[src/rtl/cpu_pkg.sv]
`default_nettype none
// ============================================================================
//  Module   : cpu_pkg
//  Purpose  : Shared types and widths for the CPU's external SRAM arbiter.
//  Revision : 1.0 - initial release
// ============================================================================
package cpu_pkg;

   localparam int SRAM_ADDR_W = 18;
   localparam int WORD_W      = 16;
   localparam int STROBE_CNT_W = 4;

   typedef enum logic [1:0] {
      SRAM_IDLE   = 2'd0,
      SRAM_SETUP  = 2'd1,
      SRAM_STROBE = 2'd2,
      SRAM_FINISH = 2'd3
   } sram_state_t;

   typedef enum logic {
      OWNER_IF  = 1'b0,
      OWNER_MEM = 1'b1
   } sram_owner_t;

   // Everything captured from a port at the moment it wins arbitration.
   typedef struct packed {
      sram_owner_t         owner;
      logic                we;
      logic [WORD_W-1:0]   addr;
      logic [WORD_W-1:0]   wdata;
   } sram_grant_t;

   function automatic logic [SRAM_ADDR_W-1:0] to_ram_addr(input logic [WORD_W-1:0] word_addr);
      return {{(SRAM_ADDR_W-WORD_W){1'b0}}, word_addr};
   endfunction

endpackage : cpu_pkg
`default_nettype wire

[src/rtl/sram_arbiter.sv]
`default_nettype none
// ============================================================================
//  Module   : sram_arbiter
//  Purpose  : Shares one 16-bit async SRAM between the fetch and data ports,
//             running each access as setup / strobe / hold (finish) phases.
//  Revision : 1.0 - initial release
// ============================================================================
module sram_arbiter
   import cpu_pkg::*;
#(
   parameter int STROBE_CYCLES = 1
)
(
   input  logic                   clk,
   input  logic                   rst,

   input  logic                   ifReq,
   input  logic [WORD_W-1:0]      ifAddr,
   output logic [WORD_W-1:0]      ifData,
   output logic                   ifAck,

   input  logic                   memReq,
   input  logic                   memWe,
   input  logic [WORD_W-1:0]      memAddr,
   input  logic [WORD_W-1:0]      memWData,
   output logic [WORD_W-1:0]      memRData,
   output logic                   memAck,

   output logic                   busy,

   output logic [SRAM_ADDR_W-1:0] ramAddr,
   output logic [WORD_W-1:0]      ramInputData,
   input  logic [WORD_W-1:0]      ramOutputData,
   output logic                   ramEN,
   output logic                   ramOE,
   output logic                   ramWE
);

   localparam logic [STROBE_CNT_W-1:0] C_STROBE_LOAD = STROBE_CNT_W'(STROBE_CYCLES - 1);

   sram_state_t             state_q, state_d;
   sram_owner_t             owner_q;
   logic                    we_q;
   logic [WORD_W-1:0]       addr_q;
   logic [WORD_W-1:0]       wdata_q;
   logic [STROBE_CNT_W-1:0] cnt_q;
   logic [WORD_W-1:0]       ifData_q;
   logic [WORD_W-1:0]       memRData_q;

   logic                    grant_valid;
   logic                    grant_take;
   logic                    mem_eligible;
   logic                    if_eligible;
   logic                    strobe_last;
   sram_grant_t             grant_d;

   // Arbitration: in FINISH the current owner's request is masked so a req
   // still held during its own ack cycle cannot be granted a second time.
   always_comb begin
      mem_eligible = memReq && !(state_q == SRAM_FINISH && owner_q == OWNER_MEM);
      if_eligible  = ifReq  && !(state_q == SRAM_FINISH && owner_q == OWNER_IF);
      grant_valid  = mem_eligible || if_eligible;

      grant_d.owner = OWNER_IF;
      grant_d.we    = 1'b0;
      grant_d.addr  = ifAddr;
      grant_d.wdata = '0;
      if (mem_eligible) begin
         grant_d.owner = OWNER_MEM;
         grant_d.we    = memWe;
         grant_d.addr  = memAddr;
         grant_d.wdata = memWe ? memWData : '0;
      end
   end

   assign grant_take  = grant_valid && (state_q == SRAM_IDLE || state_q == SRAM_FINISH);
   assign strobe_last = (state_q == SRAM_STROBE) && (cnt_q == '0);

   // ---------------------------------------------------------------- FSM
   always_ff @(posedge clk) begin
      if (rst) begin
         state_q <= SRAM_IDLE;
      end else begin
         state_q <= state_d;
      end
   end

   always_comb begin
      state_d = state_q;
      case (state_q)
         SRAM_IDLE:   if (grant_valid) state_d = SRAM_SETUP;
         SRAM_SETUP:  state_d = SRAM_STROBE;
         SRAM_STROBE: if (cnt_q == '0) state_d = SRAM_FINISH;
         SRAM_FINISH: state_d = grant_valid ? SRAM_SETUP : SRAM_IDLE;
         default:     state_d = SRAM_IDLE;
      endcase
   end

   always_comb begin
      ramEN  = 1'b1;
      ramOE  = 1'b1;
      ramWE  = 1'b1;
      ifAck  = 1'b0;
      memAck = 1'b0;
      busy   = 1'b1;
      case (state_q)
         SRAM_IDLE: begin
            busy = 1'b0;
         end
         SRAM_SETUP: begin
            ramEN = 1'b0;
         end
         SRAM_STROBE: begin
            ramEN = 1'b0;
            ramOE = we_q;
            ramWE = !we_q;
         end
         SRAM_FINISH: begin
            ramEN  = 1'b0;
            ifAck  = (owner_q == OWNER_IF);
            memAck = (owner_q == OWNER_MEM);
         end
         default: begin
            busy = 1'b0;
         end
      endcase
   end

   // ---------------------------------------------------------- datapath
   always_ff @(posedge clk) begin
      if (rst) begin
         owner_q <= OWNER_IF;
         we_q    <= 1'b0;
         addr_q  <= '0;
         wdata_q <= '0;
      end else if (grant_take) begin
         owner_q <= grant_d.owner;
         we_q    <= grant_d.we;
         addr_q  <= grant_d.addr;
         wdata_q <= grant_d.wdata;
      end
   end

   always_ff @(posedge clk) begin
      if (rst) begin
         cnt_q <= '0;
      end else if (state_q == SRAM_SETUP) begin
         cnt_q <= C_STROBE_LOAD;
      end else if (state_q == SRAM_STROBE && cnt_q != '0) begin
         cnt_q <= cnt_q - 1'b1;
      end
   end

   // Read data is captured on the closing edge of the strobe, while OE is
   // still asserted, and lands in the owner's result register only.
   always_ff @(posedge clk) begin
      if (rst) begin
         ifData_q   <= '0;
         memRData_q <= '0;
      end else if (strobe_last && !we_q) begin
         if (owner_q == OWNER_IF) begin
            ifData_q <= ramOutputData;
         end else begin
            memRData_q <= ramOutputData;
         end
      end
   end

   assign ifData       = ifData_q;
   assign memRData     = memRData_q;
   assign ramAddr      = to_ram_addr(addr_q);
   assign ramInputData = (state_q != SRAM_IDLE) ? wdata_q : '0;

endmodule : sram_arbiter
`default_nettype wire

[config.mk]
export PLATFORM = sky130hd
export DESIGN_NAME = sram_arbiter
export DESIGN_NICKNAME = d
export VERILOG_FILES = /design/src/rtl/cpu_pkg.sv /design/src/rtl/sram_arbiter.sv
export SDC_FILE = /design/constraint.sdc
export NUM_CORES = 1
export LEC_CHECK = 0
export ABC_AREA = 1
export CORE_MARGIN = 1
export CORE_UTILIZATION = 28
export CTS_BUF_LIST = sky130_fd_sc_hd__clkbuf_8
export DETAILED_ROUTE_END_ITERATION = 8
export SLEW_MARGIN = 20
export SYNTH_ARGS = -nofsm -noshare
export SYNTH_HDL_FRONTEND = slang
export SYNTH_SLANG_ARGS = --single-unit
[constraint.sdc]
create_clock -name clk -period 1.96 [get_ports clk]
set_input_delay 0.392 -clock clk [delete_from_list [all_inputs] [get_ports clk]]
set_output_delay 0.392 -clock clk [all_outputs]
set_load 0.02 [all_outputs]
==> results of run 1 <==
cell type report:
cell class,count,share of cell area [%]
flip-flops and latches,72,30.7
clock inverters,6,0.639
well taps,140,3.73
repair buffers,148,29.8
multi-input cells,276,27.2
clock buffers,9,2.64
inverters,65,5.30
through the flow:
step | cell area [sq um] | std cells | util, % | hold slack, ns
final | 4700 | 716 | 43.3 | 0.442
after CTS | 4800 | 716 | 44.2 | 0.446
after global routing | 4700 | 716 | 43.3 | 0.458
after floorplan | 3110 | 437 | - | 0.443
after global placement | 4640 | 701 | 42.8 | 0.429
after detailed placement | 4640 | 701 | 42.8 | 0.435
worst max-delay path, delay by kind of cell, from the launching register on:
kind          cells  cell delay [ns]
fa+ha+maj         1             0.23
simple gates      1             0.11
buf+inv           3             0.49
flops             1             0.32
cells in the mapped netlist, drive strengths merged:
cell / number
a211oi: 1
clkbuf: 10
a21oi: 54
conb: 1
nor3b: 1
o21ai: 51
nor2: 56
or2: 1
nand2: 98
ha: 5
nor3: 1
inv: 65
buf: 14
dfxtp: 72
nand3: 5
xor2: 1
kinds of logic (layout without fill, tap and decap cells):
family / Yosys count / count (layout) / synth area share, %
other: 1 / 2 / 0.121
adder cells (fa/ha/maj): 5 / 5 / 2.01
AND/OR/NAND/NOR: 162 / 162 / 21.4
XOR/XNOR: 1 / 1 / 0.282
AO/OA/AOI/OAI: 106 / 106 / 17.1
buffers and inverters: 89 / 228 / 12.7
flip-flops: 72 / 72 / 46.4
per-layer routing:
metal	vias up	routed length, um
met4	0	97
li1	1614	-
met1	1355	3800
met2	88	3870
met5	-	0
met3	10	518
flip-flops by register name, summed over array words and instances (netlist names):
register / cells
wdata_q: 16
state_q: 2
addr_q: 16
ifData: 16
owner_q: 1
we_q: 1
memRData: 16
cnt_q: 4
power breakdown:
| part | internal [W] | switching, W | total [W] | leakage [nW] |
|---|---|---|---|---|
| clock | 0.000436 | 0.000512 | 0.000949 | 0.0872 |
| sequential | 0.00186 | 0.000201 | 0.00206 | 0.588 |
| combinational | 0.00119 | 0.00163 | 0.00282 | 1.24 |
worst paths after layout:
path	from	endpoint	slack, ns	depth (start not counted)
min reg2reg	memRData[4]	memRData[4]	0.44	2
min	memRData[4]	memRData[4]	0.44	2
max reg2reg	state_q[0]	wdata_q[15]	0.28	9
max	state_q[0]	memAck	0.1	5
==> qor.txt, run 1 <==
Status: finished clean
Worst vdd ir: 0.000454 V
Vias in the first global route: 2912
Die ar.: 11500 sq um
CTS tree: yes
Seq. cell area: 1440 sq um
# diodes: 0
First-pass iteration count of the detailed router: 4
Clock edge transition at the registers on the reported setup and hold paths: 0.08 ns
Core ar.: 10800 sq um
Endpoint type of the worst setup path: output pin
Area delta synth->final: 51.1%
GRT met2 Usage: 25.4%
Power per cell area: 1240 nW/um^2
DP HPWL: 6160 um
Max incr delay on CP: 0.32 ns
Die Wd: 107 um
Initial antenna violation count: 0
Leak Pwr: 1.92 nW
First-pass GRT wire length: 13500 um
Pre-CTS setup slack: 0.0611 ns
CTS Sinks: 72
Synth top area share: 46.4%
Clock Skew: 0.00862 ns
Max Clk Rate: 537 MHz
Dominant cell type by area after synthesis: dfxtp_1
Longest Clk Path Bufs: 2
Slew headroom: 65.7%
Post-Syn Instances: 436
Setup Buffers After CTS: 0
Final worst setup slack: 0.0978 ns
Synthesized area: 3110 sq um
Endpoints failing setup: 0
Hold_buf cts: 0
I/O Pins: 141
Multi-input logic area: 1280 sq um
Worst Path Max Fanout: 4
GR Util met3: 3.03%
Hold Path Class: register to register
Total wire length: 8290 um
Final Cycle Share: 95.0%
Synth top area cells: dfxtp_1 (46%), nand2_1 (11%), a21oi_1 (8.7%)
DR vias/cell: 4.28
Setup_tns: 0 ns
Largest net degree at the start of global routing: 45
# DRC: 0
Average cell area after synthesis: 7.13 sq um
Crit path required time: 1.57 ns
Initial Util: 28.7%
Initial DRC count: 154
WL per Instance: 11.6 um
Post-synthesis sequential area ratio: 46.4%
Num rows: 38
Clock Root Buffer: clkbuf_8
H-tree Lvls: 3
M1 GR Usage: 18.0%
Post_cts resized: 47
Final-stage net count: 646
ANT nets after route: 0
Final Power: 0.00583 W
Port Buffer Count: 138
Max-cap viol count: 0
RSZ-0062 raised after global routing: no
Filler Cell Count: 1155
CTS buffer count: 9
Post-layout min period: 1.86 ns
Fin. Hold Viols: 0
Clk_lat worst skew: 0.33 ns
Final Slew Violations: 0
Ys Warns: 0
CP Class: register to output pin
Final Wtd Congestion: 0.730
CP arrival: 1.47 ns
Synth unique cells: 24
GRT Residual Overflow: 0
Most frequent cells in the layout: clkdlybuf4s50_1 (116), nand2_1 (93), dfxtp_1 (72)
Chip height: 107 um
Vias post-DR: 3067
Gr busiest metal: met2
Least-Margin Pin Slew: 0.509 ns
Critical path, cell by cell: buf_4 -> ha_1 -> nand2_2 -> inv_1 -> dlygate4sd2_1
Worst Setup Start Kind: register
Yosys reg bits: 72
Fraction of layout cells with a size suffix above 1: 8.85%
Most common cell after layout, fill and taps aside: clkdlybuf4s50_1
Slowest CP cell: dfxtp_1
GRT Resource Usage Total: 14.8%
Power figures use the tool's default switching activity.
==> inputs of run 2 (changes only) <==
--- a/config.mk
+++ b/config.mk
@@ -7,9 +7,10 @@
 export LEC_CHECK = 0
 export ABC_AREA = 1
 export CORE_MARGIN = 1
-export CORE_UTILIZATION = 28
+export CORE_UTILIZATION = 43
 export CTS_BUF_LIST = sky130_fd_sc_hd__clkbuf_8
 export DETAILED_ROUTE_END_ITERATION = 8
+export PLACE_DENSITY = 0.83
 export SLEW_MARGIN = 20
 export SYNTH_ARGS = -nofsm -noshare
 export SYNTH_HDL_FRONTEND = slang
==> constraint.sdc (replaced) <==
create_clock -name clk -period 1.8 [get_ports clk]
set_input_delay 0.36 -clock clk [delete_from_list [all_inputs] [get_ports clk]]
set_output_delay 0.36 -clock clk [all_outputs]
set_load 0.02 [all_outputs]
==> run 2 against run 1 <==
Sequential cell count unchanged. Combinational power rose by 10%. Final area shrank 0.45%. Cell count down 5.7%. Die area decreased by 34%. Register-to-register slack worse by 0.08 ns. Critical path type unchanged. Clock power grew 17%. Global-route usage up 6.3 points. Power rose by 11%. Utilization is 24 points higher. Worst hold slack gained 0.00059 ns.
==> qor.txt, run 2 (synthesis results as in run 1) <==
Status: finished clean
GRT Residual Overflow: 0 (unchanged)
Chip height: 87.0 um (-19%)
DP HPWL: 5790 um (-6.0%)
First-pass iteration count of the detailed router: 4 (unchanged)
Num rows: 30 (-21%)
Endpoint type of the worst setup path: output pin
Endpoints failing setup: 0 (unchanged)
ANT nets after route: 0 (unchanged)
Initial Util: 45.0% (+16 points)
Clk_lat worst skew: 0.34 ns (about the same)
I/O Pins: 141 (unchanged)
Fin. Hold Viols: 0 (unchanged)
Vias in the first global route: 2928 (+0.55%)
Die ar.: 7580 sq um (-34%)
Clock Skew: 0.00584 ns (-0.00278 ns)
Fraction of layout cells with a size suffix above 1: 10.9% (+2.0 points)
Die Wd: 87.0 um (-19%)
Crit path required time: 1.44 ns (-0.13 ns)
Final worst setup slack: 0.0573 ns (-0.0405 ns)
Clock edge transition at the registers on the reported setup and hold paths: 0.07 ns (about the same)
WL per Instance: 11.6 um (about the same)
Pre-CTS setup slack: -0.0592 ns (-0.120 ns)
Hold Path Class: register to register
Initial antenna violation count: 0 (unchanged)
Max-cap viol count: 0 (unchanged)
Vias post-DR: 3091 (+0.78%)
Area delta synth->final: 50.4%
Most frequent cells in the layout: clkdlybuf4s50_1 (116), nand2_1 (93), dfxtp_1 (72)
Worst Setup Start Kind: register
CTS tree: yes
Final-stage net count: 648 (+0.31%)
Longest Clk Path Bufs: 2 (unchanged)
Core ar.: 6910 sq um (-36%)
H-tree Lvls: 3 (unchanged)
Final Wtd Congestion: 0.757 (+3.7%)
Port Buffer Count: 138 (unchanged)
Slowest CP cell: dfxtp_1
RSZ-0062 raised after global routing: no
Worst vdd ir: 0.000690 V (+52%)
First-pass GRT wire length: 12500 um (-7.4%)
Largest net degree at the start of global routing: 49 (+8.9%)
# DRC: 0 (unchanged)
CTS buffer count: 9 (unchanged)
Hold_buf cts: 0 (unchanged)
CP Class: register to output pin
Worst Path Max Fanout: 19 (+15)
Max incr delay on CP: 0.33 ns (about the same)
# diodes: 0 (unchanged)
Total wire length: 7810 um (-5.8%)
CTS Sinks: 72 (unchanged)
Final Slew Violations: 0 (unchanged)
DR vias/cell: 4.58 (+6.9%)
Initial DRC count: 52 (-66%)
GRT Resource Usage Total: 21.1% (+6.3 points)
Most common cell after layout, fill and taps aside: clkdlybuf4s50_1
Final Cycle Share: 96.8%
Leak Pwr: 1.92 nW (about the same)
CP arrival: 1.38 ns (-0.09 ns)
Power per cell area: 1380 nW/um^2 (+11%)
Post-Layout Cell Count: 675 (-5.7%)
Clock Root Buffer: clkbuf_8
Post-layout min period: 1.74 ns
Worst hold margin: 0.442 ns (+0.000594 ns)
Placed insts: 659 (-6.0%)
Critical path, cell by cell: inv_1 -> ha_2 -> buf_12 -> nor2_1 -> buf_2
Max Clk Rate: 574 MHz
-- run 2: worst max-delay path, delay by kind of cell, from the launching register on --
kind / cells / cell delay, ns
flops: 1 / 0.33
simple gates: 1 / 0.12
buf+inv: 3 / 0.39
fa+ha+maj: 1 / 0.20
-- run 2: final cells by class --
cell class	instances	area (sq um)
clock buffers	10	138
well taps	96	120
clock inverters	6	35.0
multi-input cells	276	1300
repair buffers	150	1400
fillers	632	2230
inverters	65	249
flip-flops and latches	72	1440
-- run 2: through the flow --
stage               TNS, ns  instance area [sq um]  util, %  power, W
global placement          0                   4580     66.4   0.00533
finish                    0                   4680     67.7   0.00645
global route              0                   4680     67.7   0.00689
floorplan           -0.0713                   3110        -   0.00412
detailed placement   -0.312                   4580     66.4   0.00541
CTS                       0                   4680     67.8   0.00648
-- run 2: final timing paths --
kind                   start              end  slack [ns]  cells after the start
setup reg to reg  state_q[1]        ifData[8]        0.20                      9
hold reg to reg   ifData[13]       ifData[13]        0.44                      2
hold / removal    ifData[13]       ifData[13]        0.44                      2
setup / recovery  state_q[0]  ramInputData[6]        0.06                      5
-- run 2: power breakdown --
part           internal (W)  switching [W]  total (W)
Combinational       0.00132        0.00179    0.00311
Sequential          0.00202       0.000212    0.00223
Clock              0.000527       0.000583    0.00111
Total               0.00386        0.00258    0.00645
-- run 2: metal layers --
metal / GRT usage [%] / wire, um
met1: 22.2 / 3180
met2: 39.4 / 3930
met3: 5.21 / 520
met4: 9.24 / 175
met5: 0 / 0
-- run 2: repair_timing --
item | 4_1_cts | 5_1_grt
setup endpoints to repair | 22 | 18
cloned | 0 | 0
setup buffers | 0 | 0
gates resized for setup | 82 | 10
